==> src/rtl/ibex_fp_wb_arbiter_if.sv <==
// Bus bundle for the FP write-back arbiter: FPU result handshake, LSU load
// return, the register file write port and the hazard-side status outputs.
// Signal names carry their direction as seen from the arbiter.
interface ibex_fp_wb_arbiter_if #(
  parameter int unsigned DataWidth = 32
);
  logic                 fpu_valid_i;
  logic                 fpu_ready_o;
  logic [4:0]           fpu_waddr_i;
  logic [DataWidth-1:0] fpu_wdata_i;
  logic                 lsu_valid_i;
  logic [4:0]           lsu_waddr_i;
  logic [DataWidth-1:0] lsu_wdata_i;
  logic                 fp_we_a_o;
  logic [4:0]           fp_waddr_a_o;
  logic [DataWidth-1:0] fp_wdata_a_o;
  logic [31:0]          pending_o;
  logic                 busy_o;
  logic                 err_o;

  // Producer / consumer side (FPU, LSU, register file, hazard logic).
  modport master (
    output fpu_valid_i, fpu_waddr_i, fpu_wdata_i,
    output lsu_valid_i, lsu_waddr_i, lsu_wdata_i,
    input  fpu_ready_o, fp_we_a_o, fp_waddr_a_o, fp_wdata_a_o,
    input  pending_o, busy_o, err_o
  );

  // Arbiter side.
  modport slave (
    input  fpu_valid_i, fpu_waddr_i, fpu_wdata_i,
    input  lsu_valid_i, lsu_waddr_i, lsu_wdata_i,
    output fpu_ready_o, fp_we_a_o, fp_waddr_a_o, fp_wdata_a_o,
    output pending_o, busy_o, err_o
  );
endinterface

==> src/rtl/ibex_fp_wb_arbiter.sv <==
// FP register file write-back arbiter. LSU load returns cannot stall and always
// win the single write port; FPU results queue in a small in-order FIFO and
// drain whenever the LSU is idle. The write port is driven from registers.
module ibex_fp_wb_arbiter #(
  parameter int unsigned DataWidth = 32,
  parameter int unsigned FifoDepth = 2
) (
  input logic                 clk_i,
  input logic                 rst_ni,
  ibex_fp_wb_arbiter_if.slave bus
);

  localparam int unsigned PtrW = (FifoDepth > 1) ? $clog2(FifoDepth) : 1;
  localparam int unsigned CntW = $clog2(FifoDepth + 1);
  localparam logic [PtrW-1:0] PtrLast = PtrW'(FifoDepth - 1);
  localparam logic [CntW-1:0] CntFull = CntW'(FifoDepth);

  typedef struct packed {
    logic [4:0]           waddr;
    logic [DataWidth-1:0] wdata;
  } entry_t;

  // Pointers wrap at FifoDepth, which need not be a power of two.
  function automatic logic [PtrW-1:0] ptr_inc(input logic [PtrW-1:0] ptr);
    logic [PtrW-1:0] nxt;
    if (ptr == PtrLast) begin
      nxt = {PtrW{1'b0}};
    end else begin
      nxt = ptr + {{(PtrW-1){1'b0}}, 1'b1};
    end
    return nxt;
  endfunction

  entry_t                 mem_q [FifoDepth];
  logic [FifoDepth-1:0]   valid_q, valid_d;
  logic [PtrW-1:0]        rd_ptr_q, rd_ptr_d;
  logic [PtrW-1:0]        wr_ptr_q, wr_ptr_d;
  logic [CntW-1:0]        count_q, count_d;
  logic                   we_q, we_d;
  logic [4:0]             waddr_q, waddr_d;
  logic [DataWidth-1:0]   wdata_q, wdata_d;
  logic                   err_q, err_d;

  logic                   ready_s;
  logic                   push_s;
  logic                   pop_s;
  logic [31:0]            fifo_pend_s;

  assign ready_s = (count_q < CntFull);
  assign push_s  = bus.fpu_valid_i && ready_s;
  assign pop_s   = !bus.lsu_valid_i && (count_q != {CntW{1'b0}});

  // Destination registers currently waiting in the FIFO.
  always_comb begin
    fifo_pend_s = 32'd0;
    for (int i = 0; i < int'(FifoDepth); i++) begin
      if (valid_q[i]) begin
        fifo_pend_s[mem_q[i].waddr] = 1'b1;
      end else begin
        fifo_pend_s = fifo_pend_s;
      end
    end
  end

  // FIFO bookkeeping, port selection (LSU first) and sticky ordering error.
  always_comb begin
    rd_ptr_d = rd_ptr_q;
    wr_ptr_d = wr_ptr_q;
    valid_d  = valid_q;
    count_d  = count_q;
    we_d     = 1'b0;
    waddr_d  = waddr_q;
    wdata_d  = wdata_q;

    if (pop_s) begin
      rd_ptr_d          = ptr_inc(rd_ptr_q);
      valid_d[rd_ptr_q] = 1'b0;
    end else begin
      rd_ptr_d = rd_ptr_q;
    end
    if (push_s) begin
      wr_ptr_d          = ptr_inc(wr_ptr_q);
      valid_d[wr_ptr_q] = 1'b1;
    end else begin
      wr_ptr_d = wr_ptr_q;
    end

    case ({push_s, pop_s})
      2'b10:   count_d = count_q + {{(CntW-1){1'b0}}, 1'b1};
      2'b01:   count_d = count_q - {{(CntW-1){1'b0}}, 1'b1};
      default: count_d = count_q;
    endcase

    if (bus.lsu_valid_i) begin
      we_d    = 1'b1;
      waddr_d = bus.lsu_waddr_i;
      wdata_d = bus.lsu_wdata_i;
    end else if (pop_s) begin
      we_d    = 1'b1;
      waddr_d = mem_q[rd_ptr_q].waddr;
      wdata_d = mem_q[rd_ptr_q].wdata;
    end else begin
      we_d = 1'b0;
    end

    // An LSU write overtaking a queued FPU write to the same register.
    err_d = err_q | (bus.lsu_valid_i & fifo_pend_s[bus.lsu_waddr_i]);
  end

  // State registers; reset discards queued entries and any registered write.
  always_ff @(posedge clk_i or negedge rst_ni) begin
    if (!rst_ni) begin
      for (int i = 0; i < int'(FifoDepth); i++) begin
        mem_q[i] <= '0;
      end
      valid_q  <= {FifoDepth{1'b0}};
      rd_ptr_q <= {PtrW{1'b0}};
      wr_ptr_q <= {PtrW{1'b0}};
      count_q  <= {CntW{1'b0}};
      we_q     <= 1'b0;
      waddr_q  <= 5'd0;
      wdata_q  <= {DataWidth{1'b0}};
      err_q    <= 1'b0;
    end else begin
      if (push_s) begin
        mem_q[wr_ptr_q] <= '{waddr: bus.fpu_waddr_i, wdata: bus.fpu_wdata_i};
      end
      valid_q  <= valid_d;
      rd_ptr_q <= rd_ptr_d;
      wr_ptr_q <= wr_ptr_d;
      count_q  <= count_d;
      we_q     <= we_d;
      waddr_q  <= waddr_d;
      wdata_q  <= wdata_d;
      err_q    <= err_d;
    end
  end

  assign bus.fpu_ready_o  = ready_s;
  assign bus.fp_we_a_o    = we_q;
  assign bus.fp_waddr_a_o = waddr_q;
  assign bus.fp_wdata_a_o = wdata_q;
  assign bus.pending_o    = fifo_pend_s | (we_q ? (32'd1 << waddr_q) : 32'd0);
  assign bus.busy_o       = (count_q != {CntW{1'b0}}) || we_q;
  assign bus.err_o        = err_q;

endmodule

==> src/flat_wrapper.sv <==
// flat-port wrapper written by rule: the top's interface ports become plain ports
module ibex_fp_wb_arbiter_flat 
#(
  parameter int unsigned DataWidth = 32,
  parameter int unsigned FifoDepth = 2
)
  (clk_i, rst_ni, bus_fpu_valid_i, bus_fpu_waddr_i, bus_fpu_wdata_i, bus_lsu_valid_i, bus_lsu_waddr_i, bus_lsu_wdata_i, bus_fpu_ready_o, bus_fp_we_a_o, bus_fp_waddr_a_o, bus_fp_wdata_a_o, bus_pending_o, bus_busy_o, bus_err_o);
  ibex_fp_wb_arbiter_if #(.DataWidth(DataWidth)) bus_i ();
  input logic clk_i;
  input logic rst_ni;
  input wire logic [$bits(bus_i.fpu_valid_i)-1:0] bus_fpu_valid_i;
  input wire logic [$bits(bus_i.fpu_waddr_i)-1:0] bus_fpu_waddr_i;
  input wire logic [$bits(bus_i.fpu_wdata_i)-1:0] bus_fpu_wdata_i;
  input wire logic [$bits(bus_i.lsu_valid_i)-1:0] bus_lsu_valid_i;
  input wire logic [$bits(bus_i.lsu_waddr_i)-1:0] bus_lsu_waddr_i;
  input wire logic [$bits(bus_i.lsu_wdata_i)-1:0] bus_lsu_wdata_i;
  output wire logic [$bits(bus_i.fpu_ready_o)-1:0] bus_fpu_ready_o;
  output wire logic [$bits(bus_i.fp_we_a_o)-1:0] bus_fp_we_a_o;
  output wire logic [$bits(bus_i.fp_waddr_a_o)-1:0] bus_fp_waddr_a_o;
  output wire logic [$bits(bus_i.fp_wdata_a_o)-1:0] bus_fp_wdata_a_o;
  output wire logic [$bits(bus_i.pending_o)-1:0] bus_pending_o;
  output wire logic [$bits(bus_i.busy_o)-1:0] bus_busy_o;
  output wire logic [$bits(bus_i.err_o)-1:0] bus_err_o;
  assign bus_i.fpu_valid_i = bus_fpu_valid_i;
  assign bus_i.fpu_waddr_i = bus_fpu_waddr_i;
  assign bus_i.fpu_wdata_i = bus_fpu_wdata_i;
  assign bus_i.lsu_valid_i = bus_lsu_valid_i;
  assign bus_i.lsu_waddr_i = bus_lsu_waddr_i;
  assign bus_i.lsu_wdata_i = bus_lsu_wdata_i;
  assign bus_fpu_ready_o = bus_i.fpu_ready_o;
  assign bus_fp_we_a_o = bus_i.fp_we_a_o;
  assign bus_fp_waddr_a_o = bus_i.fp_waddr_a_o;
  assign bus_fp_wdata_a_o = bus_i.fp_wdata_a_o;
  assign bus_pending_o = bus_i.pending_o;
  assign bus_busy_o = bus_i.busy_o;
  assign bus_err_o = bus_i.err_o;
  ibex_fp_wb_arbiter #(.DataWidth(DataWidth), .FifoDepth(FifoDepth)) u_core (.clk_i(clk_i), .rst_ni(rst_ni), .bus(bus_i));
endmodule
==> config.mk <==
export PLATFORM = sky130hd
export DESIGN_NAME = ibex_fp_wb_arbiter_flat
export DESIGN_NICKNAME = d
export VERILOG_FILES = /design/src/rtl/ibex_fp_wb_arbiter_if.sv /design/src/rtl/ibex_fp_wb_arbiter.sv /design/src/flat_wrapper.sv
export SDC_FILE = /design/constraint.sdc
export NUM_CORES = 1
export LEC_CHECK = 0
export CAP_MARGIN = 10
export CORE_MARGIN = 4
export CORE_UTILIZATION = 30
export CTS_CLUSTER_DIAMETER = 100
export DETAILED_ROUTE_END_ITERATION = 16
export PLACE_DENSITY = 0.65
export SYNTH_ARGS = -nofsm -noshare
export SYNTH_HDL_FRONTEND = slang
export SYNTH_SLANG_ARGS = --single-unit
==> constraint.sdc <==
create_clock -name clk_i -period 2.4 [get_ports clk_i]
set_clock_uncertainty 0.15 [all_clocks]
set_input_delay 0.72 -clock clk_i [delete_from_list [all_inputs] [get_ports clk_i]]
set_output_delay 0.72 -clock clk_i [all_outputs]
set_load 0.05 [all_outputs]
======== Word level (Yosys, flattened, before mapping) ========
Cells that the tools add are included.
Widths: inputs -> output; s select.
storage, ports and cells
  output and inout port bits .............. 73
  word-level logic and storage cells ...... 83
  register bits after elaboration ......... 119
operators by class
  equality and inequality tests ........... 2
  reductions and logical operators ........ 12
  bitwise logic cells ..................... 9
  order comparisons ....................... 13
  shifts and indexed selects .............. 1
  $add $sub $neg .......................... 4
  mux-type cells .......................... 30
operators by type and width
  operator              number
  $mux 32               5
  $mux 37               4
  $bwmux 74             1
  $or 32x32->32         2
  $demux 37 s1          1
  $shl 1x5->32 const A  1
  $lt 5x6->1 const B    3
  $demux 1 s5           2
  $ge 5x1->1 const B    2
  $mux 5                2
  $mux 1                9
  $logic_and 1x1->1     7
  $reduce_bool 2->1     3
  $bmux 1 s5            1
  $ge 2x2->1 const B    2
  $lt 1x2->1 const B    2
  $mux 2                2
  $not 1->2             2
  $pmux 2 s2            1
  $add 1x1->1 const B   2
  $add 2x1->2 const B   1
  $and 2x2->2           1
  $demux 1 s1           2
  $eq 2x1->1 const B    1
  11 further kinds      12

======== Logic depth before layout (Yosys ltp) ========
Gate-level depths: netlist of run 1.
  depth in word-level cells ............... 11
  mapped depth ............................ 8
  gate-level depth less buffers ........... 6

======== Worst setup path before layout of run 1 ========
OpenSTA, ideal clock, no wires.
  kind .................................... reg2out
  start ................................... reg u_core.waddr_q[0] (netlist: u_core.bus.fp_waddr_a_o[0])
  end ..................................... out bus_pending_o[0]
  slack ................................... -726 ps
  data required time ...................... 1530 ps
  data arrival time ....................... 2256 ps
  buffers on the path ..................... 1
  stages on the path, launching flop included .. 4
  cells stage by stage .................... dfrtp_1 -> clkbuf_1 -> or2_2 -> o21ai_0
between the ends
  longest elaborated chain between the ends .. 3
ends and longest elaborated chain
  what                    line                       text
  start, declared         ibex_fp_wb_arbiter.sv:40   logic [4:0] waddr_q, waddr_d;
  start signal, assigned  ibex_fp_wb_arbiter.sv:133  waddr_q <= waddr_d;
  $shl 1x5->32            ibex_fp_wb_arbiter.sv:143  assign bus.pending_o = fifo_pend_s | (we_q ? (32'd1 << waddr_q) : 32'd0);
  $mux 32                 ibex_fp_wb_arbiter.sv:143
  $or 32x32->32           ibex_fp_wb_arbiter.sv:143
  end, declared           flat_wrapper.sv:21         output wire logic [$bits(bus_i.pending_o)-1:0] bus_pending_o;
No other way between the ends.

======== Worst setup path after layout of run 1 ========
  start ................................... reg u_core.mem_q[72] in the netlist's numbering
  end ..................................... out bus_pending_o[28]
between the ends
  longest elaborated chain between the ends .. 8
ends and longest elaborated chain
  what                                                            line                       text
  start, declared                                                 ibex_fp_wb_arbiter.sv:34   entry_t mem_q [FifoDepth];
  start signal, assigned by index                                 ibex_fp_wb_arbiter.sv:126  mem_q[wr_ptr_q] <= '{waddr: bus.fpu_waddr_i, wdata: bus.fpu_wdata_i};
  $lt 5x6->1 (not written as such) or $ge 5x1->1 (tied branches)  ibex_fp_wb_arbiter.sv:58   fifo_pend_s[mem_q[i].waddr] = 1'b1;
  $logic_and 1x1->1 (not written as such)                         ibex_fp_wb_arbiter.sv:58
  $mux 1 (not written as such)                                    ibex_fp_wb_arbiter.sv:58
  $demux 1 s5 (*)                                                 --
  $mux 32 (*)                                                     ibex_fp_wb_arbiter.sv:57   if (valid_q[i]) begin
  $or 32x32->32 (no source line)                                  --
  $mux 32 (*)                                                     ibex_fp_wb_arbiter.sv:57
  $or 32x32->32 (*)                                               ibex_fp_wb_arbiter.sv:143
Mark *: on every way between the ends. The rest lies on a longest branch, timed or not.

==> impl_metrics.env, run 1 <==
export IMPL_synth_fa_ha_area_frac=0.002051
export IMPL_avgViaCountPerCell=5.107
export IMPL_p_sw_frac=0.4314
export IMPL_track_usage=0.1676
export IMPL_crit_buf_inv=2
export IMPL_grt_pass1_vias=5510
export IMPL_rows=51
export IMPL_power_density_nw_per_um2=1376
export IMPL_vias=5449
export IMPL_dp_final_hpwl_um=13690
export IMPL_port_buffers=150
export IMPL_power_switching_uw=5881
export IMPL_leakage_uw=0.004099
export IMPL_clkLatencyLatePin_ps=400
export IMPL_ys_warn_count=0
export IMPL_synth_top_family_by_area="multiplexers"
export IMPL_clock_sinks=119
export IMPL_grt_max_degree=50
export IMPL_pwr_share_seq=0.281
export IMPL_maxCapViolCount=0
export IMPL_clk_path_buf_depth=2
export IMPL_yosysMostFrequentCell="dfrtp_1"
export IMPL_die_x_um=150.6
export IMPL_path_clk_slew_ps=50
export IMPL_synth_xor_area_frac=0.008615
export IMPL_power_total_uw=13630
export IMPL_p_clk_frac=0.167
export IMPL_path_delay_family="flip-flops"
export IMPL_setup_violations=33
export IMPL_ant_nets=0
export IMPL_synth_largest_area_cell="dfrtp_1"
export IMPL_wl_per_cell_um=17.91
export IMPL_timing_fmax_ghz=0.3750
export IMPL_yosys_area_share_simple=0.1454
export IMPL_synth_top_cells_by_count="dfrtp_1, nand2_1, mux2_2"
export IMPL_crit_arrival_ps=1800
export IMPL_coreArea_sq_um=19720
export IMPL_cts_tree="done"
export IMPL_crit_required_ps=1530
export IMPL_cts_root_buf="clkbuf_16"
export IMPL_crit_fanout=6
export IMPL_crit_slowest_cell="dfrtp_2"
export IMPL_drc=0
export IMPL_path_class="register to output pin"
export IMPL_failed_checks="negative setup slack"
export IMPL_rsz0062_at_grt="yes"
export IMPL_fin_crit_ps=2666
export IMPL_yosysSeqAreaShare=0.4882
export IMPL_hold_class="input port to asynchronous set/reset pin"
export IMPL_synth_edf_count=0
export IMPL_final_max_slew_viol_count=0
export IMPL_grt_pass1_wl_um=29640
export IMPL_synthMuxAreaShare=0.1817
export IMPL_synth_compound_area_share=0.1358
export IMPL_synthFlopType="dfrtp_1"
export IMPL_io_pins=151
export IMPL_cts_hold_buffers=0
export IMPL_ys_types=47
export IMPL_crit_chain="buf_6 > and4b_2 > a221o_2 > buf_12"
export IMPL_critical_path_max_stage_delay_ps=450
export IMPL_fp_dieH_um=150.6
export IMPL_synth_area_sq_um=6100
export IMPL_die_area_sq_um=22680
export IMPL_cp_end_kind="output pin"
export IMPL_worst_slack_ps=-266.3
export IMPL_synth_avg_cell_area_sq_um=10.66
export IMPL_place_gp_congestion=0.9028
export IMPL_hold_viol_final=0
export IMPL_cts_buffers=17
export IMPL_slew_headroom=0.6643
export IMPL_syn_nets=651
export IMPL_final_nets=870
export IMPL_synth_seq_cells=119
export IMPL_area_growth_pct=62.42
export IMPL_ys_async_sr_fraction=1.000
export IMPL_h_tree_depth=4
export IMPL_synth_area_leaders="dfrtp_1, mux2_2, nand2_1"
export IMPL_combPwrFrac=0.552
export IMPL_wl_um=19110
export IMPL_synth_top_area_share=0.4882
export IMPL_diodes=0
export IMPL_start_util=0.3093
export IMPL_status="complete, but fails checks"
export IMPL_intPower_uw=7751
export IMPL_drive_above_1_share=0.4651
export IMPL_post_route_period_util=1.111
export IMPL_grt_overflow=0
export IMPL_crit_path_start_kind="register"
export IMPL_tightestPinTransition_ps=505.6
export IMPL_syn_inst=572
export IMPL_antenna_found_initial=0
export IMPL_first_pass_iters=7
export IMPL_drt_initial_drc_count=335
export IMPL_ir_drop_uv=639.5
export IMPL_whs_ps=109.6
-- worst register-to-register path, delay by kind of cell, from the launching register on --
family                 cells  cell delay, ps
AO/OA/AOI/OAI              3             330
buffers and inverters      1             150
flip-flops                 1             450
multiplexers               1             470
AND/OR/NAND/NOR            2             910
-- final timing paths --
| path | start | end | slack [ps] | cells after the start |
|---|---|---|---|---|
| worst min-delay path | rst_ni | u_core.mem_q[5] | 110 | 1 |
| worst min register to register | u_core.mem_q[26] | u_core.bus.fp_wdata_a_o[26] | 320 | 2 |
| worst max register to register | u_core.mem_q[36] | u_core.bus.err_o | -130 | 7 |
| worst max-delay path | u_core.mem_q[72] | bus_pending_o[28] | -270 | 4 |
| min in group clk_i | u_core.mem_q[26] | u_core.bus.fp_wdata_a_o[26] | 320 | 2 |
| max in group asynchronous | rst_ni | u_core.mem_q[58] | 1450 | 2 |
-- final cells by class --
class	instances	area (sq um)
fill	1752	9811
multi-input combinational	401	3463
clock inverter	10	82.58
clock buffer	20	446.7
inverter	8	33.78
tap	265	331.6
sequential	119	3000
timing repair buffer	244	2549
-- what timing repair did --
action	in CTS	in global routing
setup buffers	21	11
pin swaps	31	28
setup endpoints to repair	57	34
gates resized for setup	94	47
-- through the flow --
step | cells | worst slack, ps | TNS (ps) | cell area, sq um | utilization
finish | 1067 | -266.3 | -6363 | 9907 | 0.5024
global route | 1067 | -340.8 | -8671 | 9907 | 0.5024
CTS | 1059 | -289.0 | -6706 | 9681 | 0.4910
detailed placement | 1009 | -510.1 | -510.1 | 8787 | 0.4457
global placement | 1009 | -499.1 | -499.1 | 8787 | 0.4457
floorplan | 572 | -86.47 | -152.3 | 6339 | -
-- placed cells by master (no fill, tap or decap), types with 4 or more instances in the layout --
master,synthesis,final
dfrtp_1,119,101
buf_4,2,94
nand2_1,93,81
mux2_2,75,75
clkdlybuf4s50_1,0,74
buf_12,0,34
dlygate4sd2_1,0,25
a22oi_2,0,24
o21ai_0,39,22
nor2_1,30,21
a222oi_1,21,21
clkbuf_16,0,18
dfrtp_2,0,18
o21ai_4,0,17
mux2i_1,17,17
a21oi_1,16,16
buf_6,2,14
nand2_2,0,12
nor2_4,0,7
inv_1,8,6
xnor2_1,6,6
clkinv_2,0,6
and4b_2,2,5
nand3_1,8,5
clkinvlp_4,0,4
nor2b_4,0,4
nand2b_1,6,4
nand4_1,4,4
nor2b_1,10,4
o22ai_1,4,4
o221ai_1,6,4
-- power by group through the flow --
stage	registers [uW]	clock network [uW]	logic, uW
2_1_floorplan	4510	0	3550
3_3_place_gp	3760	0	6900
3_5_place_dp	3780	0	6970
4_1_cts	3770	2340	7300
5_1_grt	3980	2440	7960
6_report	3830	2280	7520
-- layer usage --
layer	GRT usage	part of all wire	vias to the layer above
met3	0.05117	0.080	35
met2	0.2783	0.49	231
met1	0.2111	0.41	2639
li1	-	-	2544
met5	0	0	-
met4	0.04941	0.024	0
-- state kept, by name, indices dropped and copies added (netlist names) --
name,count
u_core.bus.err_o,1
u_core.bus.fp_we_a_o,1
u_core.bus.fp_wdata_a_o,32
u_core.wr_ptr_q,1
u_core.rd_ptr_q,1
u_core.bus.fp_waddr_a_o,5
u_core.count_q,2
u_core.mem_q,74
u_core.valid_q,2
-- cell families (layout without fill, tap and decap cells) --
group,count (synthesis),after routing
and+or+nand+nor,178,178
AOI/OAI and AO/OA,120,120
DFF,119,119
muxes,96,96
buffers and inverters,52,282
xor gates and xnor gates,6,6
adders and majority gates,1,1
(Power assumes the default switching activity.)
==> run 2, diff against run 1 <==
Settings changed: SLEW_MARGIN set to 10.
==> results of run 2 <==
Same layout as run 1: the final DEF is identical, and so are final timing and power.
